### config.mk
export PLATFORM = sky130hd
export DESIGN_NAME = handshake_channel_monitor
export DESIGN_NICKNAME = d
export VERILOG_FILES = /design/src/rtl/handshake_channel_monitor.sv
export SDC_FILE = /design/constraint.sdc
export NUM_CORES = 1
export LEC_CHECK = 0
export ABC_AREA = 1
export CAP_MARGIN = 20
export CORE_MARGIN = 2
export CORE_UTILIZATION = 30
export CTS_CLUSTER_DIAMETER = 50
export DETAILED_ROUTE_END_ITERATION = 10
export PLACE_DENSITY = 0.5
export SYNTH_ARGS = -nofsm -noshare
export SYNTH_HDL_FRONTEND = slang
export SYNTH_SLANG_ARGS = --single-unit
export TNS_END_PERCENT = 30
### constraint.sdc
create_clock -name CLK -period 1.55 [get_ports CLK]
set_input_delay 0.31 -clock CLK [delete_from_list [all_inputs] [get_ports CLK]]
set_output_delay 0.31 -clock CLK [all_outputs]
set_load 0.005 [all_outputs]
### src/rtl/handshake_channel_monitor.sv
// ---------------------------------------------------------------------------
// handshake_channel_monitor
//
// Passive protocol monitor for NUM_CHANNELS ready/valid channels. Each
// channel runs a small IDLE/STALL state machine. It checks three rules:
//   - valid must stay high until the transfer is accepted (err_drop)
//   - data must stay stable while the channel is stalled (err_data)
//   - a stall must not last TIMEOUT cycles (err_timeout)
// The monitor also counts completed transfers per channel. Error flags are
// sticky, and the channel index of the first error is latched. The monitor
// only observes its inputs and never drives the design it is bound to.
//
// Ports
//   CLK           monitor clock, rising edge
//   RESET         synchronous active-high reset, overrides everything
//   enable        1 = checking active, 0 = freeze all state
//   clear_counts  zeroes the transfer and stall counters; errors are kept
//   valid/ready   per-channel handshake bits
//   data          payload, channel i at [i*DATA_WIDTH +: DATA_WIDTH]
//   xfer_count    saturating transfer counters, channel i at [i*CNT_WIDTH +: CNT_WIDTH]
//   err_drop      sticky, valid fell while stalled
//   err_data      sticky, data changed while stalled
//   err_timeout   sticky, stall reached TIMEOUT cycles
//   err_any       OR of every sticky error bit
//   err_first_ch  channel that raised the first error (lowest index on a tie)
//   err_first_vld err_first_ch holds a valid index
// ---------------------------------------------------------------------------
module handshake_channel_monitor #(
  parameter int NUM_CHANNELS = 3,
  parameter int DATA_WIDTH   = 5,
  parameter int TIMEOUT      = 16,
  parameter int CNT_WIDTH    = 16,
  localparam int CH_W = (NUM_CHANNELS > 1) ? $clog2(NUM_CHANNELS) : 1
) (
  input  logic                               CLK,
  input  logic                               RESET,
  input  logic                               enable,
  input  logic                               clear_counts,
  input  logic [NUM_CHANNELS-1:0]            valid,
  input  logic [NUM_CHANNELS-1:0]            ready,
  input  logic [NUM_CHANNELS*DATA_WIDTH-1:0] data,
  output logic [NUM_CHANNELS*CNT_WIDTH-1:0]  xfer_count,
  output logic [NUM_CHANNELS-1:0]            err_drop,
  output logic [NUM_CHANNELS-1:0]            err_data,
  output logic [NUM_CHANNELS-1:0]            err_timeout,
  output logic                               err_any,
  output logic [CH_W-1:0]                    err_first_ch,
  output logic                               err_first_vld
);

  localparam int STALL_W = $clog2(TIMEOUT + 1);
  localparam logic [0:0] ST_IDLE  = 1'b0;
  localparam logic [0:0] ST_STALL = 1'b1;
  localparam logic [CNT_WIDTH-1:0] CNT_MAX = '1;

  logic [0:0]              r_state    [NUM_CHANNELS];
  logic [STALL_W-1:0]      r_stallCnt [NUM_CHANNELS];
  logic [DATA_WIDTH-1:0]   r_capData  [NUM_CHANNELS];
  logic [0:0]              w_nextState[NUM_CHANNELS];
  logic [STALL_W-1:0]      w_nextStall[NUM_CHANNELS];
  logic [DATA_WIDTH-1:0]   w_nextCap  [NUM_CHANNELS];
  logic [DATA_WIDTH-1:0]   w_chData   [NUM_CHANNELS];

  logic [NUM_CHANNELS-1:0] w_xfer;
  logic [NUM_CHANNELS-1:0] w_setDrop;
  logic [NUM_CHANNELS-1:0] w_setData;
  logic [NUM_CHANNELS-1:0] w_setTimeout;
  logic [NUM_CHANNELS-1:0] w_newErr;
  logic [CH_W-1:0]         w_firstIdx;

  logic [NUM_CHANNELS*CNT_WIDTH-1:0] r_xferCount;
  logic [NUM_CHANNELS-1:0]           r_errDrop;
  logic [NUM_CHANNELS-1:0]           r_errData;
  logic [NUM_CHANNELS-1:0]           r_errTimeout;
  logic                              r_errAny;
  logic [CH_W-1:0]                   r_firstCh;
  logic                              r_firstVld;

  // Next-state logic for every channel. Nothing moves while enable is low.
  // The stall counter stops at TIMEOUT, so the timeout event can occur only
  // once per stall. The captured data is never refreshed mid-stall, so
  // every stalled cycle is compared against the value seen on stall entry.
  always_comb begin
    for (int i = 0; i < NUM_CHANNELS; i++) begin
      w_chData[i]     = data[i*DATA_WIDTH +: DATA_WIDTH];
      w_nextState[i]  = r_state[i];
      w_nextStall[i]  = r_stallCnt[i];
      w_nextCap[i]    = r_capData[i];
      w_xfer[i]       = 1'b0;
      w_setDrop[i]    = 1'b0;
      w_setData[i]    = 1'b0;
      w_setTimeout[i] = 1'b0;
      if (enable) begin
        if (r_state[i] == ST_IDLE) begin
          if (valid[i] && ready[i]) begin
            w_xfer[i] = 1'b1;
          end else if (valid[i]) begin
            w_nextState[i] = ST_STALL;
            w_nextCap[i]   = w_chData[i];
            w_nextStall[i] = STALL_W'(1);
          end
        end else begin
          if (valid[i]) begin
            if (w_chData[i] != r_capData[i]) begin
              w_setData[i] = 1'b1;
            end
            if (ready[i]) begin
              w_xfer[i]      = 1'b1;
              w_nextState[i] = ST_IDLE;
              w_nextStall[i] = '0;
            end else if (r_stallCnt[i] < STALL_W'(TIMEOUT)) begin
              w_nextStall[i] = r_stallCnt[i] + 1'b1;
              if (r_stallCnt[i] == STALL_W'(TIMEOUT - 1)) begin
                w_setTimeout[i] = 1'b1;
              end
            end
          end else begin
            w_setDrop[i]   = 1'b1;
            w_nextState[i] = ST_IDLE;
            w_nextStall[i] = '0;
          end
        end
        if (clear_counts) begin
          w_nextStall[i] = '0;
        end
      end
    end
  end

  // Which channel raises an error on this edge. The loop runs downward, so
  // the lowest index is assigned last and wins a same-edge tie.
  always_comb begin
    w_newErr   = w_setDrop | w_setData | w_setTimeout;
    w_firstIdx = '0;
    for (int i = NUM_CHANNELS - 1; i >= 0; i--) begin
      if (w_newErr[i]) begin
        w_firstIdx = CH_W'(i);
      end
    end
  end

  // Per-channel state registers and saturating transfer counters. A clear
  // takes priority over a transfer on the same edge.
  always_ff @(posedge CLK) begin
    if (RESET) begin
      r_xferCount <= '0;
      for (int i = 0; i < NUM_CHANNELS; i++) begin
        r_state[i]    <= ST_IDLE;
        r_stallCnt[i] <= '0;
        r_capData[i]  <= '0;
      end
    end else begin
      for (int i = 0; i < NUM_CHANNELS; i++) begin
        r_state[i]    <= w_nextState[i];
        r_stallCnt[i] <= w_nextStall[i];
        r_capData[i]  <= w_nextCap[i];
        if (enable && clear_counts) begin
          r_xferCount[i*CNT_WIDTH +: CNT_WIDTH] <= '0;
        end else if (w_xfer[i] && (r_xferCount[i*CNT_WIDTH +: CNT_WIDTH] != CNT_MAX)) begin
          r_xferCount[i*CNT_WIDTH +: CNT_WIDTH] <= r_xferCount[i*CNT_WIDTH +: CNT_WIDTH] + 1'b1;
        end
      end
    end
  end

  // Sticky error flags. err_any is built from the next flag values so it
  // changes on the same edge as the flags. The first-offender record is
  // written only once after reset.
  always_ff @(posedge CLK) begin
    if (RESET) begin
      r_errDrop    <= '0;
      r_errData    <= '0;
      r_errTimeout <= '0;
      r_errAny     <= 1'b0;
      r_firstCh    <= '0;
      r_firstVld   <= 1'b0;
    end else begin
      r_errDrop    <= r_errDrop | w_setDrop;
      r_errData    <= r_errData | w_setData;
      r_errTimeout <= r_errTimeout | w_setTimeout;
      r_errAny     <= |{r_errDrop, r_errData, r_errTimeout, w_newErr};
      if (!r_firstVld && (|w_newErr)) begin
        r_firstCh  <= w_firstIdx;
        r_firstVld <= 1'b1;
      end
    end
  end

  assign xfer_count    = r_xferCount;
  assign err_drop      = r_errDrop;
  assign err_data      = r_errData;
  assign err_timeout   = r_errTimeout;
  assign err_any       = r_errAny;
  assign err_first_ch  = r_firstCh;
  assign err_first_vld = r_firstVld;

endmodule

After elaboration in Yosys (flattened, before gate mapping). Memory sizes are Yosys's and may differ from the RTL's. Cells that the tools add are included.

Memories kept: 3. Memory bits (writable): 33. Register bits after elaboration: 61. Input bits: 25. Logic and storage cells: 179.

Memories: r_capData (words 3, width 5, read ports 3, clocked after Yosys merged registers in 0, wr ports 3, line 58) `logic [DATA_WIDTH-1:0] r_capData [NUM_CHANNELS];`; r_stallCnt (words 3, width 5, read ports 3, clocked after Yosys merged registers in 0, wr ports 3, line 57) `logic [STALL_W-1:0] r_stallCnt [NUM_CHANNELS];`; r_state (words 3, width 1, read ports 3, clocked after Yosys merged registers in 0, wr ports 3, line 56) `logic [0:0] r_state [NUM_CHANNELS];`.

Mux-type cells: 123. $lt $le $gt $ge: 3. Add/sub/neg operators: 6. Bitwise logic cells: 14. Eq/ne operators: 9. Reductions and logical operators: 12.

Operators with widths (number): two-way mux 5 bit (42); two-way mux 1 bit (78); adder 16 x 1 -> 16 bit (second input constant) (3); != test 16 bit (second input constant) (3); adder 5 x 1 -> 5 bit (second input constant) (3); == test 5 x 4 -> 1 bit (second input constant) (3); less-than comparator 5 bit (second input constant) (3); != test 5 bit (3); OR 3 bit (5); OR reduction 12 bit (1); OR 1 bit (9); logical AND 1 bit (8); two-way mux 2 bit (3); OR reduction 3 bit (1); OR reduction 2 bit (1); logical NOT 1 bit (1).

Logic depth before layout (Yosys ltp).
Depth after elaboration: 11. Mapped depth: 12.

Worst setup path before layout. No wires, ideal clock.

Kind: flip-flop to flip-flop. Start: register r_xferCount[32], in the netlist xfer_count[32]. End: register r_xferCount[44], in the netlist xfer_count[44]. Library setup time: 0.132 ns. Cell stages (with the launch flop): 10. Arrival time: 1.450 ns. Clock period less this slack: 1.582 ns. Path slack: -0.032 ns. Cell sequence: dfxtp_1 -> ha_1 -> nand3_1 -> nor2_1 -> nand4_1 -> nand3_2 -> inv_2 -> buf_2 -> nand2_1 -> a21oi_1.

Longest elaborated chain between the ends: 2. Elaborated cells on any way between the ends: 3.

RTL lines: from (decl) (line 71) `logic [NUM_CHANNELS*CNT_WIDTH-1:0] r_xferCount;`; from (signal, indexed assignment) (line 160) `r_xferCount[i*CNT_WIDTH +: CNT_WIDTH] <= r_xferCount[i*CNT_WIDTH +: CNT_WIDTH] + 1'b1;`; branches (longest 2 deep; another with adder 16 x 1 -> 16 bit).

Several ways; the timed one is not identified. A chain may end at the register's enable or synchronous reset.

==> implementation parameters <==
Parameter                              Value

Final layout
  Most common cell after layout, fill and taps aside ... buf_4
  Most used cells in the layout excluding fill and tap cells ... 142 x buf_4, 123 x nand2_1, 95 x inv_1
  Post-route cell area ... 8130 sq um
  Number of diodes ... 0
  Layout cell share with drive strength beyond 1 ... 37.9%
  Area growth from synthesis to final layout ... 67.9%
  Final cell count without fillers ... 1163
  Total Nets Final ... 976

Critical path
  Worst Setup Start Kind ... register
  Worst flop-to-flop path startpoint ... r_stallCnt[0][0]
  Reg2Reg Capture Point ... r_stallCnt[0][2]
  Critical path required time ... 1.78 ns
  Kind of capture point of the worst setup path ... register
  Signal arrival time at the worst endpoint ... 1.83 ns
  Setup slack of the worst register-to-register path ... -0.04 ns
  Critical path class ... register to register
  Cell count of the worst reg-to-reg path ... 11
  Largest fanout of any net on the critical path ... 2

STA
  Headroom to the max-slew limit ... 66.9%
  Sum Neg Setup Slack ... -0.100 ns
  Setup repair after global routing missed its margin ... true
  Transition time at the pin with the least slew margin ... 0.496 ns
  Post-layout min period ... 1.59 ns
  Final count of pins violating max slew ... 0
  Worst hold-check slack ... 0.290 ns
  Worst setup slack after layout ... -0.0419 ns
  Final period utilization ... 103%
  Total setup violations reported at the end of the flow ... 5
  Setup skew after layout ... 0.00702 ns
  Final Hold Violating Endpoints ... 0
  FMAX ... 0.628 GHz

GRT
  GR Overflow Total ... 0
  GRT Total Usage ... 16.6%
  First-pass GRT wire length ... 22800 microns
  Via count of the first global-routing pass ... 5002
  Pin count of the biggest net entering global routing ... 19
  Antenna violations before repair ... 0

Clock tree
  CTS Hold Buffers Added ... 0
  Maximum buffer depth of the clock tree ... 2
  Clock tree from TritonCTS ... yes
  Clock sinks ... 94
  Count of H-tree levels built during CTS ... 3
  Clock network latency to the later pin of the worst-skew pair ... 0.35 ns
  Number of buffers inserted during clock tree synthesis ... 9
  Worst-path clk slew ... 0.07 ns
  Cell at the root of the clock tree ... clkbuf_16

Die
  DIE HEIGHT ... 131 microns
  Initial standard-cell utilization of the core ... 30.6%
  Placeable core region ... 15800 sq um
  X dimension of the die ... 131 microns
  Count of boundary I/O pins ... 86
  Row count ... 46
  Area of the die ... 17200 sq um

Synthesis
  Share of synthesized flip-flops with an asynchronous set or reset ... 0%
  Cell area after synthesis ... 4840 sq um
  Synthesis warning total ... 0
  Number of distinct library cell variants in the gate-level netlist after synthesis ... 39
  Post-synthesis net count ... 732
  Post-synthesis sequential area ratio ... 38.9%
  Number of flops mapped to enable cells by yosys ... 0
  Yosys top cell area share ... 38.9%
  Synth top area cells ... dfxtp_1 39%, nand2_1 11%, a21oi_1 7.8%
  #FFs+latches synth ... 94
  Dominant cell type by area after synthesis ... dfxtp_1
  Syn Area/Cell ... 6.93 sq um
  Dominant register cell in the synthesized netlist ... dfxtp_1
  Count of mapped cells out of synthesis ... 698

Min path
  Number of cells on the worst hold path ... 3
  HP Class ... input pin to register
  Hold Startpoint ... data[10]
  WHS Endpoint ... r_capData[0][10]

Pwr
  Max IR drop VDD ... 626 uV
  Static leakage ... 3.81 nW
  Pwr dens ... 651 nW/um^2

Detailed routing
  Average routed wire per standard cell ... 12.7 microns
  Via density per instance ... 4.59
  Total number of vias ... 5336
  Number of iterations in the first detailed-routing pass ... 4
  DRT iter0 DRCs ... 231
  Post-Route WL ... 14800 microns
  Remaining number of nets flagged by the antenna check after routing ... 0
  Residual DRC ... 0

Flow run
  Max-Cap Viols ... 0

Place
  HPWL after DPL ... 10300 microns
  Placer congestion estimate ... 0.844
  # port buffers ... 85
  Worst slack, placed ... -0.503 ns
  Cell count after placement ... 1101
  Cell Area, Placed ... 6770 sq um

Status
  Outcome ... finished with violations
  Violated checks ... setup timing
registers in the layout (all words and copies together) (netlist names):
name	flops
err_any	1
err_data	3
err_drop	3
err_first_ch	2
err_first_vld	1
err_timeout	3
r_capData	15
r_stallCnt	15
r_state	3
xfer_count	48
cell usage after synthesis (2+ instances only):
cell type and n:
a211oi_1 4, a211oi_2 2, a21oi_1 75, and3_1 3
buf_1 2, buf_4 2, buf_6 3, clkbuf_1 4
dfxtp_1 94, ha_1 9, inv_1 100, inv_2 6
nand2_1 143, nand2_2 3, nand2_4 3, nand3_1 34
nand3_2 3, nand3b_1 2, nand4_1 13, nor2_1 71
nor2_2 3, nor2_4 4, nor3_1 24, nor3b_1 7
nor4_1 3, o21ai_0 51, o21ai_1 4, xnor2_1 6
xor2_1 10
metal layers:
metal / up-vias / share of wire, % / track usage [%]
li1: 2756 / - / -
met1: 2477 / 45 / 20.7
met2: 91 / 50 / 28.6
met3: 12 / 4.1 / 4.56
met4: 0 / 0.97 / 4.07
met5: - / 0 / 0
critical path: stages, from the launching register on:
cell      delay, ns
dfxtp_4        0.36
ha_4           0.14
nand2_4        0.06
buf_6          0.11
buf_4          0.12
buf_4          0.12
buf_4          0.12
buf_4          0.12
buf_4          0.12
buf_4          0.12
inv_2          0.04
a211oi_2       0.05
power by group:
group / switching, mW / leakage, nW / internal (mW)
Combinational: 0.351 / 2.89 / 0.335
Sequential: 0.0420 / 0.788 / 2.46
Clock: 0.974 / 0.132 / 1.13
Total: 1.37 / 3.81 / 3.92
final cells by class:
class | instances | area, sq um
Clock inverter | 4 | 22.5
Timing Repair Buffer | 247 | 2190
Sequential cell | 94 | 1960
Tap cell | 216 | 270
Fill cell | 1555 | 7700
Multi-Input combinational cell | 483 | 3020
Inverter | 107 | 412
Clock buffer | 12 | 246
cells by family after synthesis:
kind of cell / after synthesis / synth area share, %
and+or+nand+nor: 320 / 30.6
AOI/OAI and AO/OA: 138 / 15.0
buffers and inverters: 121 / 10.3
DFF: 94 / 38.9
xor gates and xnor gates: 16 / 2.90
adders and majority gates: 9 / 2.33
metrics by stage:
stage | total power, mW | util, %
finish | 5.29 | 51.4
global route | 5.54 | 51.4
CTS | 5.29 | 47.2
detailed placement | 3.14 | 42.8
global placement | 3.13 | 42.8
floorplan | 2.84 | -
what timing repair did:
action | CTS | global route
cloned | 0 | 1
setup endpoints to repair | 91 | 88
pin swaps | 23 | 51
resized for setup | 128 | 154
buffers inserted | 32 | 18
worst max path at each step:
stage / from / endpoint / cells after the start
final: r_stallCnt[0][0] / r_stallCnt[0][2] / 11
after detailed placement: enable / xfer_count[23] / 9
after CTS: xfer_count[37] / xfer_count[37] / 2
after global placement: enable / xfer_count[23] / 9
after floorplan: r_stallCnt[0][0] / err_first_vld / 10
after global routing: r_stallCnt[0][0] / err_first_ch[0] / 12
Power figures use the tool's default switching activity.
